### src/rtl/pc_pkg.sv
// Shared definitions for the fetch-PC predictor: BHT counter encodings,
// fetch FSM states, PC step sizes and the saturating counter update.
package pc_pkg;

  // 2-bit branch history counter encodings
  localparam logic [1:0] SNT = 2'b00;  // strongly not-taken
  localparam logic [1:0] WNT = 2'b01;  // weakly not-taken
  localparam logic [1:0] WT  = 2'b10;  // weakly taken
  localparam logic [1:0] ST  = 2'b11;  // strongly taken

  // Fetch FSM: RUN fetches normally, JALR_WAIT holds the PC until EX
  // produces the indirect target.
  typedef enum logic {
    RUN       = 1'b0,
    JALR_WAIT = 1'b1
  } pc_state_e;

  // Sequential PC increments for 16-bit and 32-bit instructions
  localparam int unsigned PC_INC_C = 2;
  localparam int unsigned PC_INC_W = 4;

  // Saturating 2-bit counter step toward ST on taken, toward SNT otherwise
  function automatic logic [1:0] ctr_next(input logic [1:0] cur, input logic taken);
    logic [1:0] nxt;
    nxt = cur;
    if (taken) begin
      if (cur != ST) nxt = cur + 2'd1;
    end else begin
      if (cur != SNT) nxt = cur - 2'd1;
    end
    return nxt;
  endfunction

endpackage

### src/rtl/pc_bht.sv
// Branch history table: 2^IDX_W saturating 2-bit counters with one
// combinational read port and one synchronous update port. A read and an
// update to the same index in one cycle returns the old value (no bypass).
module pc_bht
  import pc_pkg::*;
#(
  parameter int IDX_W = 4
) (
  input  logic             clk,
  input  logic             rst,
  input  logic [IDX_W-1:0] rd_idx,
  output logic [1:0]       rd_ctr,
  input  logic             upd_en,
  input  logic [IDX_W-1:0] upd_idx,
  input  logic             upd_taken
);

  localparam int DEPTH = 1 << IDX_W;

  logic [1:0] ctr [DEPTH];

  // Combinational read of the counter selected by the fetch PC
  always_comb begin
    rd_ctr = ctr[rd_idx];
  end

  // Reset every counter to weakly not-taken; otherwise apply resolved outcomes
  always_ff @(posedge clk) begin
    if (rst) begin
      for (int i = 0; i < DEPTH; i++) begin
        ctr[i] <= WNT;
      end
    end else if (upd_en) begin
      ctr[upd_idx] <= ctr_next(ctr[upd_idx], upd_taken);
    end
  end

endmodule

### src/rtl/pc_predict_unit.sv
// Fetch-PC generator: owns the PC register, predicts conditional branches
// with a 2-bit BHT, steps by 2 or 4 bytes, and holds fetch while a jalr
// target is outstanding. EX-stage mispredicts and jalr resolution redirect.
//
// Handshake note: there is no valid/ready pair here. stall is a level
// backpressure hold sampled every cycle; ex_br_valid / ex_jalr_valid are
// single-cycle strobes that are consumed in the cycle they are high and
// never wait for acknowledgement.
module pc_predict_unit
  import pc_pkg::*;
#(
  parameter int          XLEN      = 32,
  parameter int          BHT_IDX_W = 4,
  parameter int          C_EXT     = 1,
  parameter logic [31:0] RESET_PC  = 32'h0000_0000
) (
  input  logic            clk,
  input  logic            rst,
  input  logic            stall,
  input  logic            if_is_c,
  input  logic            if_branch,
  input  logic            if_jal,
  input  logic            if_jalr,
  input  logic [XLEN-1:0] if_imm,
  input  logic            ex_br_valid,
  input  logic [XLEN-1:0] ex_pc,
  input  logic            ex_taken,
  input  logic            ex_mispredict,
  input  logic [XLEN-1:0] ex_redirect_pc,
  input  logic            ex_jalr_valid,
  input  logic [XLEN-1:0] ex_jalr_target,
  output logic [XLEN-1:0] pc_o,
  output logic [XLEN-1:0] pc_fall_o,
  output logic            pred_taken_o,
  output logic            jalr_wait_o,
  output logic            flush_o
);

  localparam logic [XLEN-1:0] RST_PC = XLEN'(RESET_PC);
  localparam logic [XLEN-1:0] STEP_C = XLEN'(PC_INC_C);
  localparam logic [XLEN-1:0] STEP_W = XLEN'(PC_INC_W);

  logic [XLEN-1:0] pc_q;
  pc_state_e       state_q;
  logic [1:0]      rd_ctr;
  logic [XLEN-1:0] pc_target;
  logic            unused_bits;

  // Low PC bit is architecturally zero; the dropped bits are collected here
  assign unused_bits = ^{ex_pc[XLEN-1:BHT_IDX_W+1], ex_pc[0],
                         ex_redirect_pc[0], ex_jalr_target[0], if_imm[0]};

  pc_bht #(
    .IDX_W (BHT_IDX_W)
  ) u_bht (
    .clk       (clk),
    .rst       (rst),
    .rd_idx    (pc_q[BHT_IDX_W:1]),
    .rd_ctr    (rd_ctr),
    .upd_en    (ex_br_valid),
    .upd_idx   (ex_pc[BHT_IDX_W:1]),
    .upd_taken (ex_taken)
  );

  // Sequential successor, prediction, taken target and squash decode
  always_comb begin
    pc_fall_o    = pc_q + (((C_EXT != 0) && if_is_c) ? STEP_C : STEP_W);
    pc_target    = pc_q + {if_imm[XLEN-1:1], 1'b0};
    pred_taken_o = if_branch & rd_ctr[1];
    flush_o      = ex_mispredict | (ex_jalr_valid & (state_q == JALR_WAIT));
  end

  assign pc_o        = pc_q;
  assign jalr_wait_o = (state_q == JALR_WAIT);

  // PC register and fetch FSM, following the next-PC priority chain
  always_ff @(posedge clk) begin
    if (rst) begin
      pc_q    <= RST_PC;
      state_q <= RUN;
    end else if (ex_mispredict) begin
      pc_q    <= {ex_redirect_pc[XLEN-1:1], 1'b0};
      state_q <= RUN;
    end else if (ex_jalr_valid && (state_q == JALR_WAIT)) begin
      pc_q    <= {ex_jalr_target[XLEN-1:1], 1'b0};
      state_q <= RUN;
    end else if (stall || (state_q == JALR_WAIT)) begin
      pc_q    <= pc_q;
      state_q <= state_q;
    end else if (if_jal || (if_branch && rd_ctr[1])) begin
      pc_q    <= pc_target;
      state_q <= RUN;
    end else if (if_jalr) begin
      pc_q    <= pc_q;
      state_q <= JALR_WAIT;
    end else begin
      pc_q    <= pc_fall_o;
      state_q <= RUN;
    end
  end

endmodule

### config.mk
export PLATFORM = sky130hd
export DESIGN_NAME = pc_predict_unit
export DESIGN_NICKNAME = d
export VERILOG_FILES = /design/src/rtl/pc_pkg.sv /design/src/rtl/pc_bht.sv /design/src/rtl/pc_predict_unit.sv
export SDC_FILE = /design/constraint.sdc
export NUM_CORES = 1
export LEC_CHECK = 0
export ABC_AREA = 0
export BUFFER_PORTS_ARGS = -buffer_cell sky130_fd_sc_hd__buf_2
export CAP_MARGIN = 20
export CORE_ASPECT_RATIO = 0.75
export CORE_MARGIN = 5
export CORE_UTILIZATION = 57
export CTS_BUF_LIST = sky130_fd_sc_hd__clkbuf_4
export CTS_CLUSTER_SIZE = 10
export DETAILED_ROUTE_END_ITERATION = 8
export PLACE_DENSITY = 0.95
export SKIP_CTS_REPAIR_TIMING = 1
export SYNTH_ARGS = -nofsm -noshare
export SYNTH_HDL_FRONTEND = slang
export SYNTH_SLANG_ARGS = --single-unit
export TNS_END_PERCENT = 10
### constraint.sdc
create_clock -name clk -period 5.2 [get_ports clk]
set_input_delay 1.04 -clock clk [delete_from_list [all_inputs] [get_ports clk]]
set_output_delay 1.04 -clock clk [all_outputs]
set_load 0.01 [all_outputs]
Yosys cells after proc, flatten, opt, wreduce, memory -nomap -nowiden
Memories as Yosys holds them, arrays and structs flattened. A register that Yosys moved wholly into a read port is not among the register bits. Cells that the tools add are included.

Output and inout bits: 67. Memories: 1. Register bits after elaboration: 33. Input bits: 139. Word-level logic and storage cells: 48. Bits in writable memories: 32.

Memories: u_bht.ctr (words 16, bits a word 2, read ports 2, clocked after memory_dff 1, write ports 16, line pc_bht.sv:20) `logic [1:0] ctr [DEPTH];`.

$add $sub $neg: 4. Equality and inequality tests: 4. Reduce and logical (&&, ||, !) cells: 9. Bitwise gates (word level): 4. Multiplexer cells: 23.

Operators with widths (number): 2-to-1 mux 32 bit (5); adder 32 x 3 -> 32 bit (1); adder 32 bit (1); 2-to-1 mux 2 bit (6); 2-to-1 mux 4 bit (3); 2-to-1 mux 1 bit (8); inequality test 4 x 1 -> 1 bit, second input constant (1); AND reduction 2 bit (2); 2-to-1 mux 3 bit (1); inequality test 3 bit, second input constant (1); OR reduction 3 bit (1); adder 2 x 1 -> 2 bit, second input constant (1); AND 1 bit (2); logical AND 1 bit (2); logical OR 1 bit (2); inequality test 2 x 1 -> 1 bit, second input constant (1); inequality test 2 bit, second input constant (1); nonzero test 2 bit (1); OR reduction 2 bit (1); subtractor 2 x 1 -> 2 bit, second input constant (1); inverter 1 bit (1); bitwise OR 1 bit (1).

Depth between registers and ports, before layout
Gate-level depths: netlist of the first run.

Depth in word-level cells: 9. Depth in mapped cells: 11. Depth with buffers taken out: 11.

Modules after synthesis
From an unflattened synthesis of the first run, not the netlist that was laid out.

Cells, all modules: 744. Area total of the unflattened synthesis: 6180.9 um^2.

By module, submodules not included: pc_predict_unit (area an instance 4237.8 um^2, instances 1, cells an instance 590, seq. area each 640.6 um^2); pc_bht (area an instance 1943.1 um^2, instances 1, cells an instance 154, seq. area each 960.9 um^2).

Worst setup path after synthesis of the first run
Ideal clock, no wire load.

Path kind: input port to output port. Start: input if_is_c. End: output pc_fall_o[27]. Cell stages on the path: 8. Path slack: 1.294 ns. Buffers on the path: 1. Arrival time: 2.866 ns. Required time: 4.160 ns. Cells stage by stage: ha_1 -> inv_1 -> fa_1 -> nor4b_2 -> and2_0 -> buf_2 -> nand3_1 -> xnor2_1.

Longest elaborated chain between the ends: 2.

RTL lines: start, declared (line pc_predict_unit.sv:20) `input logic if_is_c,`; 2-to-1 mux 3 bit (line pc_predict_unit.sv:67) `pc_fall_o = pc_q + (((C_EXT != 0) && if_is_c) ? STEP_C : STEP_W);`; adder 32 x 3 -> 32 bit (line pc_predict_unit.sv:67); end, declared (line pc_predict_unit.sv:33) `output logic [XLEN-1:0] pc_fall_o,`.

No other way between the ends.

Final worst setup path of the first run
Start: input if_is_c. End: output pc_fall_o[31].

The elaborated chain is that of the path after synthesis.

==> flow_metrics.tcl, run 1 <==
set metrics [dict create \
    overflow 0 \
    start_util_pct 57.9 \
    fillerInstances 900 \
    cts_tree "done" \
    p_leak_nw 3.17 \
    synth-seq-cells 68 \
    drt_iter0_drc 1048 \
    fmax_mhz 229 \
    run_status "completed" \
    rrSetupSlack_ns 1.86 \
    die-area_um2 13200 \
    combinationalPowerShare_pct 41.7 \
    clk_pin_slew_ns 0.14 \
    diodes 0 \
    gp_congestion 1.02 \
    num_vias 7065 \
    synth_edf_count 32 \
    final_area_um2 7300 \
    finalSetupTns_ns 0 \
    fin_nets 1100 \
    clock-sinks 68 \
    core_area_um2 10800 \
    setup-violations-final 0 \
    cp_slowest_cell "fa_1" \
    antenna_found_initial 0 \
    netlist_area_um2 6260 \
    power.density_nw_per_um2 246 \
    fin_crit_sh_pct 84.0 \
    yosys.cell_types.count 73 \
    synth_ff_type "dfxtp_1" \
    numPortBuffers 172 \
    area_growth_pct 16.6 \
    rows 33 \
    cpPeakStageDelay_ns 0.49 \
    finalCriticalPeriod_ns 4.37 \
    placed_area_um2 7150 \
    cp.arrival_ns 3.33 \
    clkPwrFrac_pct 21.4 \
    timing_worst_slew_pin_value_ns 1.09 \
    worstSetupPathType "in2out" \
    ys_async_sr_fraction_pct 0 \
    wl_per_cell_um 19.6 \
    layout_common_cells "buf_2, nand2_1, nor2_1, a21oi_1, nand3_1" \
    dpl.hpwl_um 15800 \
    yosys_warnings 0 \
    postSynthCellCount 779 \
    path_max_fanout 7 \
    worstPathCellList "buf_2 > ha_1 > inv_1 > fa_1 > nor4b_2 > buf_4 > and2_0 > nand3_1 > xnor2_1 > buf_2" \
    critPathRequiredTime_ns 4.16 \
    drt-total-wl_um 21000 \
    endpoint "pc_fall_o[31]" \
    grt_start_max_net_pins 54 \
    crit_path_start_kind "input pin" \
    viasPerCell 6.59 \
    grt_pass1_wl_um 33000 \
    r2r-end "pc_o[13]" \
    seqPwrFrac_pct 36.9 \
    root_buffer "clkbuf_4" \
    cts-buffers-inserted 9 \
    postRouteAntennaNets 0 \
    min_path_type "reg2reg" \
    track_usage_pct 31.5 \
    clk-insertion-delay-late_ns 0.43 \
    end_kind "output pin" \
    p_int_w 0.00106 \
    clock_path_buffers 2 \
    grt_pass1_vias 6455 \
    rsz0062_at_grt "false" \
    swShare_pct 41.1 \
    fp.dieH_um 101 \
    die_x_um 131 \
    power_switching_w 0.000739 \
    cap_violations 0 \
    utilization_pct 67.5 \
    firstDrtPassIters 5 \
    drc 0 \
    maxSlewViolCount 0 \
    crit_top_cell "buf_2" \
    syn_avg_cell_area_um2 8.04 \
    htree_num_levels 3 \
    layout.cells.most_common "buf_2" \
    critPathLaunch "if_is_c" \
    skew_ns 0.0185 \
    seq_area_frac_synth_pct 26.9 \
    hold_viol 0 \
    ios 206 \
    power_w 0.00180 \
    final_layout_size_suffix_gt1_share_pct 24.5 \
    reg2reg_depth 8 \
    irDropWorstVdd_uv 159 \
    slew_headroom_pct 26.5 \
]
[kinds of logic after synthesis]
| kind of cell | synth area share, % |
|---|---|
| fa+ha+maj | 7.35 |
| xor+xnor | 6.43 |
| flops | 26.9 |
| buf+inv | 4.90 |
| compound gates | 24.1 |
| mux | 6.21 |
| other cells | 0.0599 |
| simple gates | 24.1 |
[final cells by class]
| type | count | area [um^2] | area share [%] |
|---|---|---|---|
| multi-input cells | 644 | 4280 | 58.6 |
| flip-flops and latches | 68 | 1680 | 23.0 |
| repair buffers | 181 | 928 | 12.7 |
| well taps | 140 | 175 | 2.40 |
| inverters | 23 | 86.3 | 1.18 |
| clock inverters | 7 | 83.8 | 1.15 |
| clock buffers | 9 | 67.6 | 0.925 |
[synthesized netlist by cell type, drive strengths merged (4+ instances only)]
cell	number	area [um^2]
a211oi	26	240
a21o	16	120
a21oi	63	315
a221oi	8	70.1
a22oi	5	37.5
a311oi	4	35.0
a31oi	6	37.5
and2	4	25.0
and3	7	43.8
buf	14	104
clkbuf	31	116
dfxtp	36	721
edfxtp	32	961
ha	32	400
inv	21	78.8
mux2i	13	130
mux4	11	248
nand2	97	364
nand2b	7	51.3
nand3	45	225
nand4	14	93.8
nor2	86	330
nor2b	7	43.8
nor3	22	121
o211ai	14	105
o21a	5	37.5
o21ai	32	160
o21bai	4	30.0
o31ai	8	60.1
or3	7	43.8
or4	4	30.0
xnor2	25	219
xor2	21	184
[metal layers]
layer / vias to the layer above / share of wire [%] / global-route usage (%)
met5: - / 0 / 0
met4: 0 / 4.5 / 13.4
met3: 85 / 14 / 7.63
met2: 570 / 42 / 45.7
met1: 3211 / 40 / 44.7
li1: 3199 / - / -
[worst max-delay path: cells and delay by family]
| family | cells | cell delay [ns] |
|---|---|---|
| adders and majority gates | 2 | 0.67 |
| xor gates and xnor gates | 1 | 0.22 |
| and+or+nand+nor | 3 | 0.83 |
| buffers and inverters | 4 | 0.58 |
[power by group through the flow]
stage	Sequential, W	Combinational [W]	Clock [W]
floorplan	0.000666	0.000505	0
global placement	0.000670	0.000708	0
detailed placement	0.000672	0.000725	0
CTS	0.000661	0.000731	0.000383
global route	0.000669	0.000813	0.000412
finish	0.000664	0.000749	0.000385
[worst min-delay path by stage]
stage	depth (start not counted)	start	slack, ns	end
after global placement	2	pc_o[1]	0.55	pc_o[1]
after CTS	2	pc_o[10]	0.58	pc_o[10]
after floorplan	2	pc_o[1]	0.55	flop
after global routing	2	pc_o[1]	0.62	flop
after detailed placement	2	pc_o[10]	0.56	pc_o[10]
final	2	pc_o[10]	0.58	pc_o[10]
[state kept, by name, summed over array words and instances (netlist names), named ones only]
| register | count |
|---|---|
| jalr_wait_o | 1 |
| pc_o | 31 |
| u_bht.ctr | 32 |
[metrics by stage]
step | cells | setup WS [ns] | hold slack (ns)
finish | 1072 | 0.830 | 0.579
global route | 1072 | 0.650 | 0.616
CTS | 1072 | 0.880 | 0.583
detailed placement | 1056 | 0.881 | 0.563
global placement | 1056 | 0.984 | 0.545
floorplan | 780 | 1.29 | 0.550
(Power assumes the default switching activity.)
==> run 2, diff against run 1 <==
--- a/config.mk
+++ b/config.mk
@@ -10,11 +10,11 @@
 export CAP_MARGIN = 20
 export CORE_ASPECT_RATIO = 0.75
 export CORE_MARGIN = 5
-export CORE_UTILIZATION = 57
+export CORE_UTILIZATION = 53
 export CTS_BUF_LIST = sky130_fd_sc_hd__clkbuf_4
 export CTS_CLUSTER_SIZE = 10
 export DETAILED_ROUTE_END_ITERATION = 8
-export PLACE_DENSITY = 0.95
+export PLACE_DENSITY = 0.91
 export SKIP_CTS_REPAIR_TIMING = 1
 export SYNTH_ARGS = -nofsm -noshare
 export SYNTH_HDL_FRONTEND = slang
==> constraint.sdc (replaced) <==
create_clock -name clk -period 4.5 [get_ports clk]
set_input_delay 0.9 -clock clk [delete_from_list [all_inputs] [get_ports clk]]
set_output_delay 0.9 -clock clk [all_outputs]
set_load 0.01 [all_outputs]
==> run 2 against run 1 <==
Power up 14%. First-iteration DRC count down 31%. Core utilization down 4.1 points. Final area up 0.46%. Flip-flop and latch count unchanged. Non-clock buffer count up 2. Sequential power up 15%. Worst setup slack worse by 0.27 ns. Wire length about the same. Critical path depth down 1. Via count down 1.1%. Register-to-register slack worse by 0.72 ns. Largest power group unchanged. Highest routed layer unchanged.
==> flow_metrics.tcl, run 2 (synthesis gave the netlist of run 1 again) <==
set metrics [dict create \
    layout_common_cells "buf_2, nand2_1, nor2_1, a21oi_1, nand3_1" \
    layout.cells.most_common "buf_2" \
    cp_top_family "simple AND/OR/NAND/NOR gates" \
    clock-sinks 68 \
    grt_pass1_wl_um 33100 \
    worst-path-stages 9 \
    drt_iter0_drc 728 \
    cpPeakStageDelay_ns 0.52 \
    clock_path_buffers 2 \
    cts_tree "done" \
    worstPathCellList "buf_2 > ha_1 > inv_1 > fa_1 > nor4b_2 > and2_0 > nand3_1 > xnor2_1 > buf_2" \
    worstSetupPathType "in2out" \
    finalCriticalPeriod_ns 3.94 \
    die-area_um2 14100 \
    drt-total-wl_um 21000 \
    antenna_found_initial 1 \
    reg2reg_depth 9 \
    fp.dieH_um 104 \
    ios 206 \
    clk-insertion-delay-late_ns 0.44 \
    crit_buf_inv 3 \
    end_kind "output pin" \
    finalSetupTns_ns 0 \
    area_growth_pct 17.1 \
    hold_viol 0 \
    hold-path-cell-count 2 \
    drc 0 \
    cp_slowest_cell "nor4b_2" \
    fin_crit_sh_pct 87.6 \
    irDropWorstVdd_uv 125 \
    die_x_um 136 \
    clk_pin_slew_ns 0.11 \
    grt_pass1_vias 6373 \
    crit_top_cell "buf_2" \
    cts-buffers-inserted 9 \
    fmax_mhz 254 \
    hold_slack_ns 0.588 \
    path_max_fanout 5 \
    skew_ns 0.0212 \
    num_vias 6986 \
    start_util_pct 54.1 \
    cap_violations 0 \
    grt_start_max_net_pins 54 \
    min_path_type "reg2reg" \
    run_status "completed" \
    rows 34 \
    dpl.hpwl_um 16000 \
    viasPerCell 6.37 \
    setup-violations-final 0 \
    power.density_nw_per_um2 279 \
    slew_headroom_pct 40.6 \
    gp_congestion 0.979 \
    maxSlewViolCount 0 \
    timing_worst_slew_pin_value_ns 0.889 \
    rsz0062_at_grt "false" \
    wl_per_cell_um 19.2 \
    numPortBuffers 172 \
    fin_nets 1102 \
    fillerInstances 1026 \
    p_leak_nw 3.18 \
    cp.arrival_ns 3.04 \
    root_buffer "clkbuf_4" \
    final_layout_size_suffix_gt1_share_pct 24.6 \
    rrSetupSlack_ns 1.14 \
    crit_path_start_kind "input pin" \
    firstDrtPassIters 7 \
    track_usage_pct 29.2 \
    critPathRequiredTime_ns 3.60 \
    core_area_um2 11600 \
    htree_num_levels 3 \
    postRouteAntennaNets 0 \
    largest_reg_flops 32 \
    overflow 0 \
    largest-register "u_bht.ctr" \
]
## run 2: area by class of cell
class,count,area (um^2),area share (%)
inverters,23,86.3,1.18
clock buffers,10,75.1,1.02
multi-input cells,644,4280,58.3
diodes,1,2.50,0.0341
repair buffers,183,943,12.9
well taps,162,203,2.76
flip-flops and latches,68,1680,22.9
clock inverters,6,65.1,0.887
## run 2: path summary, 6_finish.rpt
path                               from            end
worst min register to register  pc_o[1]           flop
worst max-delay path            if_is_c  pc_fall_o[27]
worst max register to register     flop           flop
worst min-delay path            pc_o[1]           flop
## run 2: worst register-to-register path, stage by stage, from the launching register on
cell and delay, ns:
dfxtp_1 0.62, mux4_2 0.56, nor2_1 0.09, and4bb_4 0.25, nor3_4 0.54, buf_4 0.48, mux2i_1 0.14, a211oi_1 0.24
a211oi_1 0.07, nor3_1 0.27
## run 2: per-layer routing
metal / vias to the layer above / global-route usage (%) / part of all wire [%]
met5: - / 0 / 0
met4: 0 / 9.64 / 2.8
met3: 53 / 6.09 / 12
met2: 506 / 42.6 / 43
met1: 3218 / 42.8 / 42
li1: 3209 / - / -
## run 2: where the power goes
part / leakage (nW) / switching [W] / internal, W
combinational: 2.52 / 0.000507 / 0.000354
clock: 0.0764 / 0.000247 / 0.000175
sequential: 0.581 / 0.0000753 / 0.000691
total: 3.18 / 0.000829 / 0.00122
## run 2: through the flow
stage	setup WS [ns]	std cells	total power [W]	instance area, um^2	utilization, %
floorplan	0.874	780	0.00135	6270	-
global placement	0.608	1080	0.00159	7190	62.2
detailed placement	0.558	1080	0.00162	7190	62.2
CTS	0.553	1096	0.00203	7330	63.4
global route	0.375	1097	0.00217	7330	63.4
finish	0.557	1097	0.00205	7330	63.4
